File: src/rtl/mux_pkg.sv
// Shared parameters and index helpers for the round-robin stream multiplexer.
package mux_pkg;

  localparam int unsigned DEFAULT_W = 8;

  function automatic int unsigned sel_width(input int unsigned n);
    return (n < 2) ? 32'd1 : 32'($clog2(n));
  endfunction

  // Next channel index after idx, wrapping at n.
  function automatic int unsigned wrap_inc(input int unsigned idx, input int unsigned n);
    return (idx + 32'd1 >= n) ? 32'd0 : idx + 32'd1;
  endfunction

endpackage

File: src/rtl/rr_arbiter.sv
// Round-robin arbiter: first requester at or after ptr wins, grant gated by advance.
module rr_arbiter import mux_pkg::*; #(
  parameter int unsigned N     = 4,
  parameter int unsigned SEL_W = sel_width(N)
) (
  input  logic [N-1:0]     req,
  input  logic [SEL_W-1:0] ptr,
  input  logic             advance,
  output logic [N-1:0]     gnt,
  output logic [SEL_W-1:0] gnt_idx
);

  int unsigned cand;
  logic        found;

  // Scan ptr, ptr+1, ... with modulo-N wrap; ptr is always below N.
  always_comb begin
    cand    = 32'd0;
    found   = 1'b0;
    gnt_idx = '0;
    for (int unsigned k = 0; k < N; k++) begin
      cand = 32'(ptr) + k;
      if (cand >= N) cand = cand - N;
      if (!found && req[SEL_W'(cand)]) begin
        found   = 1'b1;
        gnt_idx = SEL_W'(cand);
      end
    end
  end

  assign gnt = (advance && found) ? (N'(1) << gnt_idx) : '0;

endmodule

File: src/rtl/rr_mux_n.sv
// N-channel round-robin stream mux with one registered output stage.
// Define RRMUX_LOCK_EN to keep the grant on a channel until its in_last beat.
module rr_mux_n import mux_pkg::*; #(
  parameter int unsigned N     = 4,
  parameter int unsigned W     = DEFAULT_W,
  parameter int unsigned SEL_W = sel_width(N)
) (
  input  logic             clk,
  input  logic             rst_n,
  input  logic [N-1:0]     in_valid,
  input  logic [N*W-1:0]   in_data,
`ifdef RRMUX_LOCK_EN
  input  logic [N-1:0]     in_last,
  output logic             out_last,
`endif
  output logic [N-1:0]     in_ready,
  output logic             out_valid,
  output logic [W-1:0]     out_data,
  output logic [SEL_W-1:0] out_sel,
  input  logic             out_ready
);

  logic [SEL_W-1:0] ptr_q, ptr_d;
  logic             out_valid_d;
  logic [W-1:0]     out_data_d;
  logic [SEL_W-1:0] out_sel_d;
  logic [N-1:0]     req;
  logic [N-1:0]     gnt;
  logic [SEL_W-1:0] gnt_idx;
  logic             load_en;
  logic             xfer;
  logic [W-1:0]     ch_data [N];

  for (genvar i = 0; i < N; i++) begin : g_ch
    assign ch_data[i] = in_data[i*W +: W];
  end

  assign load_en = !out_valid || out_ready;

`ifdef RRMUX_LOCK_EN
  logic             locked_q, locked_d;
  logic [SEL_W-1:0] lock_ch_q, lock_ch_d;
  logic             out_last_d;

  // While mid-packet only the owning channel may be granted.
  assign req = locked_q ? (in_valid & (N'(1) << lock_ch_q)) : in_valid;
`else
  assign req = in_valid;
`endif

  rr_arbiter #(.N(N), .SEL_W(SEL_W)) u_arb (
    .req     (req),
    .ptr     (ptr_q),
    .advance (load_en && rst_n),
    .gnt     (gnt),
    .gnt_idx (gnt_idx)
  );

  assign in_ready = gnt;
  assign xfer     = |gnt;

  always_comb begin
    ptr_d       = ptr_q;
    out_valid_d = out_valid;
    out_data_d  = out_data;
    out_sel_d   = out_sel;
`ifdef RRMUX_LOCK_EN
    locked_d    = locked_q;
    lock_ch_d   = lock_ch_q;
    out_last_d  = out_last;
`endif
    if (xfer) begin
      out_valid_d = 1'b1;
      out_data_d  = ch_data[gnt_idx];
      out_sel_d   = gnt_idx;
`ifdef RRMUX_LOCK_EN
      out_last_d  = in_last[gnt_idx];
      if (in_last[gnt_idx]) begin
        ptr_d    = SEL_W'(wrap_inc(32'(gnt_idx), N));
        locked_d = 1'b0;
      end else begin
        locked_d  = 1'b1;
        lock_ch_d = gnt_idx;
      end
`else
      ptr_d = SEL_W'(wrap_inc(32'(gnt_idx), N));
`endif
    end else if (out_ready) begin
      out_valid_d = 1'b0;
    end
  end

  always_ff @(posedge clk or negedge rst_n) begin
    if (!rst_n) begin
      ptr_q     <= '0;
      out_valid <= 1'b0;
      out_data  <= '0;
      out_sel   <= '0;
`ifdef RRMUX_LOCK_EN
      locked_q  <= 1'b0;
      lock_ch_q <= '0;
      out_last  <= 1'b0;
`endif
    end else begin
      ptr_q     <= ptr_d;
      out_valid <= out_valid_d;
      out_data  <= out_data_d;
      out_sel   <= out_sel_d;
`ifdef RRMUX_LOCK_EN
      locked_q  <= locked_d;
      lock_ch_q <= lock_ch_d;
      out_last  <= out_last_d;
`endif
    end
  end

endmodule

File: config.mk
export PLATFORM = sky130hd
export DESIGN_NAME = rr_mux_n
export DESIGN_NICKNAME = d
export VERILOG_FILES = /design/src/rtl/mux_pkg.sv /design/src/rtl/rr_arbiter.sv /design/src/rtl/rr_mux_n.sv
export SDC_FILE = /design/constraint.sdc
export NUM_CORES = 1
export LEC_CHECK = 0
export BUFFER_PORTS_ARGS = -buffer_cell sky130_fd_sc_hd__buf_2
export CAP_MARGIN = 5
export CORE_ASPECT_RATIO = 0.75
export CORE_UTILIZATION = 42
export CTS_CLUSTER_SIZE = 40
export DETAILED_ROUTE_END_ITERATION = 16
export PLACE_DENSITY_LB_ADDON = 0.3
export SLEW_MARGIN = 15
export SYNTH_ARGS = -nofsm -noshare
export SYNTH_HDL_FRONTEND = slang
export SYNTH_SLANG_ARGS = --single-unit
File: constraint.sdc
create_clock -name clk -period 3.6 [get_ports clk]
set_clock_uncertainty 0.2 [all_clocks]
set_input_delay 0.36 -clock clk [delete_from_list [all_inputs] [get_ports clk]]
set_output_delay 0.36 -clock clk [all_outputs]
set_load 0.03 [all_outputs]
==> flow_summary.ini <==
[grt]
grt_antenna_before_repair = 0
grt_max_degree = 18
grt_first_pass_wirelength_um = 3070
grt_usage_pct = 18.9
overflow = 0
first_global_vias = 693

[synth]
syn_avg_cell_area_um2 = 10.7
yosysSeqAreaShare_pct = 37.2
syn_nets = 123
ys_seq_elements = 13
yosysTopAreaCell = dfrtp_1
synth.most_common_cell = mux2i_1
synth_warnings = 0
synth-edff-count = 0
yosys-top-cells-count = mux2i_1, dfrtp_1, nand2_1
synthArstFlopShare_pct = 100
synth_top_area_share_pct = 37.2
synth.cell_area_um2 = 873
synth.distinct_cells = 26
synth_cells = 82
synth_area_leaders = dfrtp_1, mux2i_1, o221ai_1
synth_ff_type = dfrtp_1

[drt]
drt_iter0_drc = 7
antenna_left = 0
wl_um = 2000
viasPerCell = 5.26
drc = 0
via_count = 837
wl_per_cell_um = 12.6
dr.pass1.iters = 4

[clocking]
htreeDepth = 1
cts_buffers = 3
tritoncts = built
path_clk_slew_ns = 0.08
post_cts_buffers = 0
clock_latency_ns = 0.28
cts_root_buf = clkbuf_4
clockBufferDepth = 2
clkSinkCount = 13

[critical_path]
reg2reg_setup_slack_ns = 0.68
worst-path-max-fanout = 13
endpoint_kind = flop
cp-start-kind = flop
worstPathArrival_ns = 2.89
worstSetupPathType = reg -> reg
crit_required_ns = 3.56

[timing]
slew-limit-headroom_pct = 61.0
rsz0062_at_grt = no
hold_ws_ns = 0.161
min_period_ns = 2.92
slew_viol_final = 0
fin_setup_tns_ns = 0
layout_setup_ws_ns = 0.677
fin_crit_sh_pct = 81.2
final_hold_viol_count = 0
worst_pin_slew_ns = 0.585
fmax_ghz = 0.342
setup_viol = 0

[min_path]
min_path_type = in -> reg

[cells_and_area]
utilization_pct = 63.4
fin_nets = 179
diodes = 0
area.growth.synth_to_final_pct = 33.5
drive_gt1_share_pct = 48.2
finalNonFillerCells = 159

[run]
maxCapViolCount = 0

[placed_design]
port_buffers = 53
place_inst = 154
pre_cts_ws_ns = 0.613
gp_congestion = 0.699
hpwl_um = 1590

[pwr]
power_per_cell_area_mw_per_mm2 = 751
ir_drop_mv = 0.476
power.share.clock_pct = 10.3
p_leak_nw = 0.642
internal_power_uw = 453
pwr-share-seq_pct = 29.7
pwr-share-comb_pct = 60.0
swShare_pct = 48.2
switchingPower_uw = 422

[die]
dieArea_mm2 = 0.00227
initial_core_util_pct = 47.5
core_area_mm2 = 0.00184
rows = 13
ioPinCount = 54
die_x_um = 54.7
die_h_um = 41.5

[run_status]
status = completed
kinds of logic (layout without fill, tap and decap cells):
kind of cell             after synthesis  in the layout  share of synthesized area [%]
AO/OA/AOI/OAI                         16             16                           16.3
flip-flops                            13             13                           37.2
adder cells (fa/ha/maj)                2              2                           2.86
AND/OR/NAND/NOR                       25             25                           14.8
buffers and inverters                  7             62                           6.45
multiplexers                          19             19                           22.3
final timing paths:
check / startpoint / endpoint / depth (start not counted)
worst max-delay path: ptr_q[1] / ptr_q[1] / 8
worst min-delay path: out_ready / out_valid / 3
worst max register to register: ptr_q[1] / ptr_q[1] / 8
worst min register to register: out_sel[0] / out_sel[0] / 2
max in group asynchronous: rst_n / ptr_q[1] / 2
min in group asynchronous: rst_n / out_sel[1] / 2
layout make-up:
type	count	area, um2
Fill cell	159	672
Multi-Input combinational cell	62	492
Sequential cell	13	325
Timing Repair Buffer	55	283
Tap cell	22	27.5
Clock buffer	3	22.5
Inverter	3	11.3
Clock inverter	1	5.00
what timing repair did:
action | CTS | global route
hold buffers | 1 | 0
resized for setup | 0 | 0
hold endpoints to repair | 13 | 0
metal layers:
layer	global-route usage [%]	up-vias	share of wire, %
li1	-	414	-
met1	22.9	384	41
met2	30.4	37	50
met3	8.79	2	8.8
met4	3.08	0	0.45
met5	0	-	0
sequential cells by signal (all words and copies together) (netlist names):
signal	count
out_valid	1
ptr_q	2
out_data	8
out_sel	2
cells in the final DEF, fill, tap and decap left out:
cell type,Yosys,layout
dfrtp_1,13,13
or4_1,1,1
ha_1,2,2
inv_2,2,2
o221a_1,1,1
nand2b_1,3,3
o21ai_1,1,1
o31ai_4,1,1
dlygate4sd3_1,0,1
and3_1,1,1
mux2_1,3,3
a21oi_1,4,4
nand2_1,10,10
clkbuf_4,0,3
mux2i_1,15,15
clkinv_2,0,1
buf_2,0,53
buf_4,0,1
nand2_2,1,1
nand3_2,1,1
and2_1,2,2
nor2b_1,1,1
nor2_1,3,3
inv_1,1,1
or2_1,1,1
o221ai_1,7,7
a211o_1,1,1
or2_2,1,1
mux2_2,1,1
a311oi_2,1,1
worst max-delay path, stage by stage (launching register included):
cell and delay [ns]:
dfrtp_1 0.43, nand2_1 0.10, a311oi_2 0.37, or2_1 0.23
inv_2 0.07, ha_1 0.19, or2_2 0.34, o31ai_4 0.50
mux2_1 0.38
per-stage QoR:
| step | power [mW] | instance area [um2] |
|---|---|---|
| detailed placement | 0.792 | 1130 |
| global placement | 0.775 | 1130 |
| CTS | 0.882 | 1170 |
| finish | 0.875 | 1170 |
| floorplan | 0.668 | 873 |
| global route | 0.936 | 1170 |
power groups by stage:
stage | sequential (mW) | combinational [mW] | clock (mW)
2_1_floorplan | 0.372 | 0.296 | 0
3_3_place_gp | 0.261 | 0.514 | 0
3_5_place_dp | 0.260 | 0.531 | 0
4_1_cts | 0.259 | 0.531 | 0.0919
5_1_grt | 0.268 | 0.570 | 0.0985
6_report | 0.260 | 0.525 | 0.0903
Power figures use the tool's default switching activity.
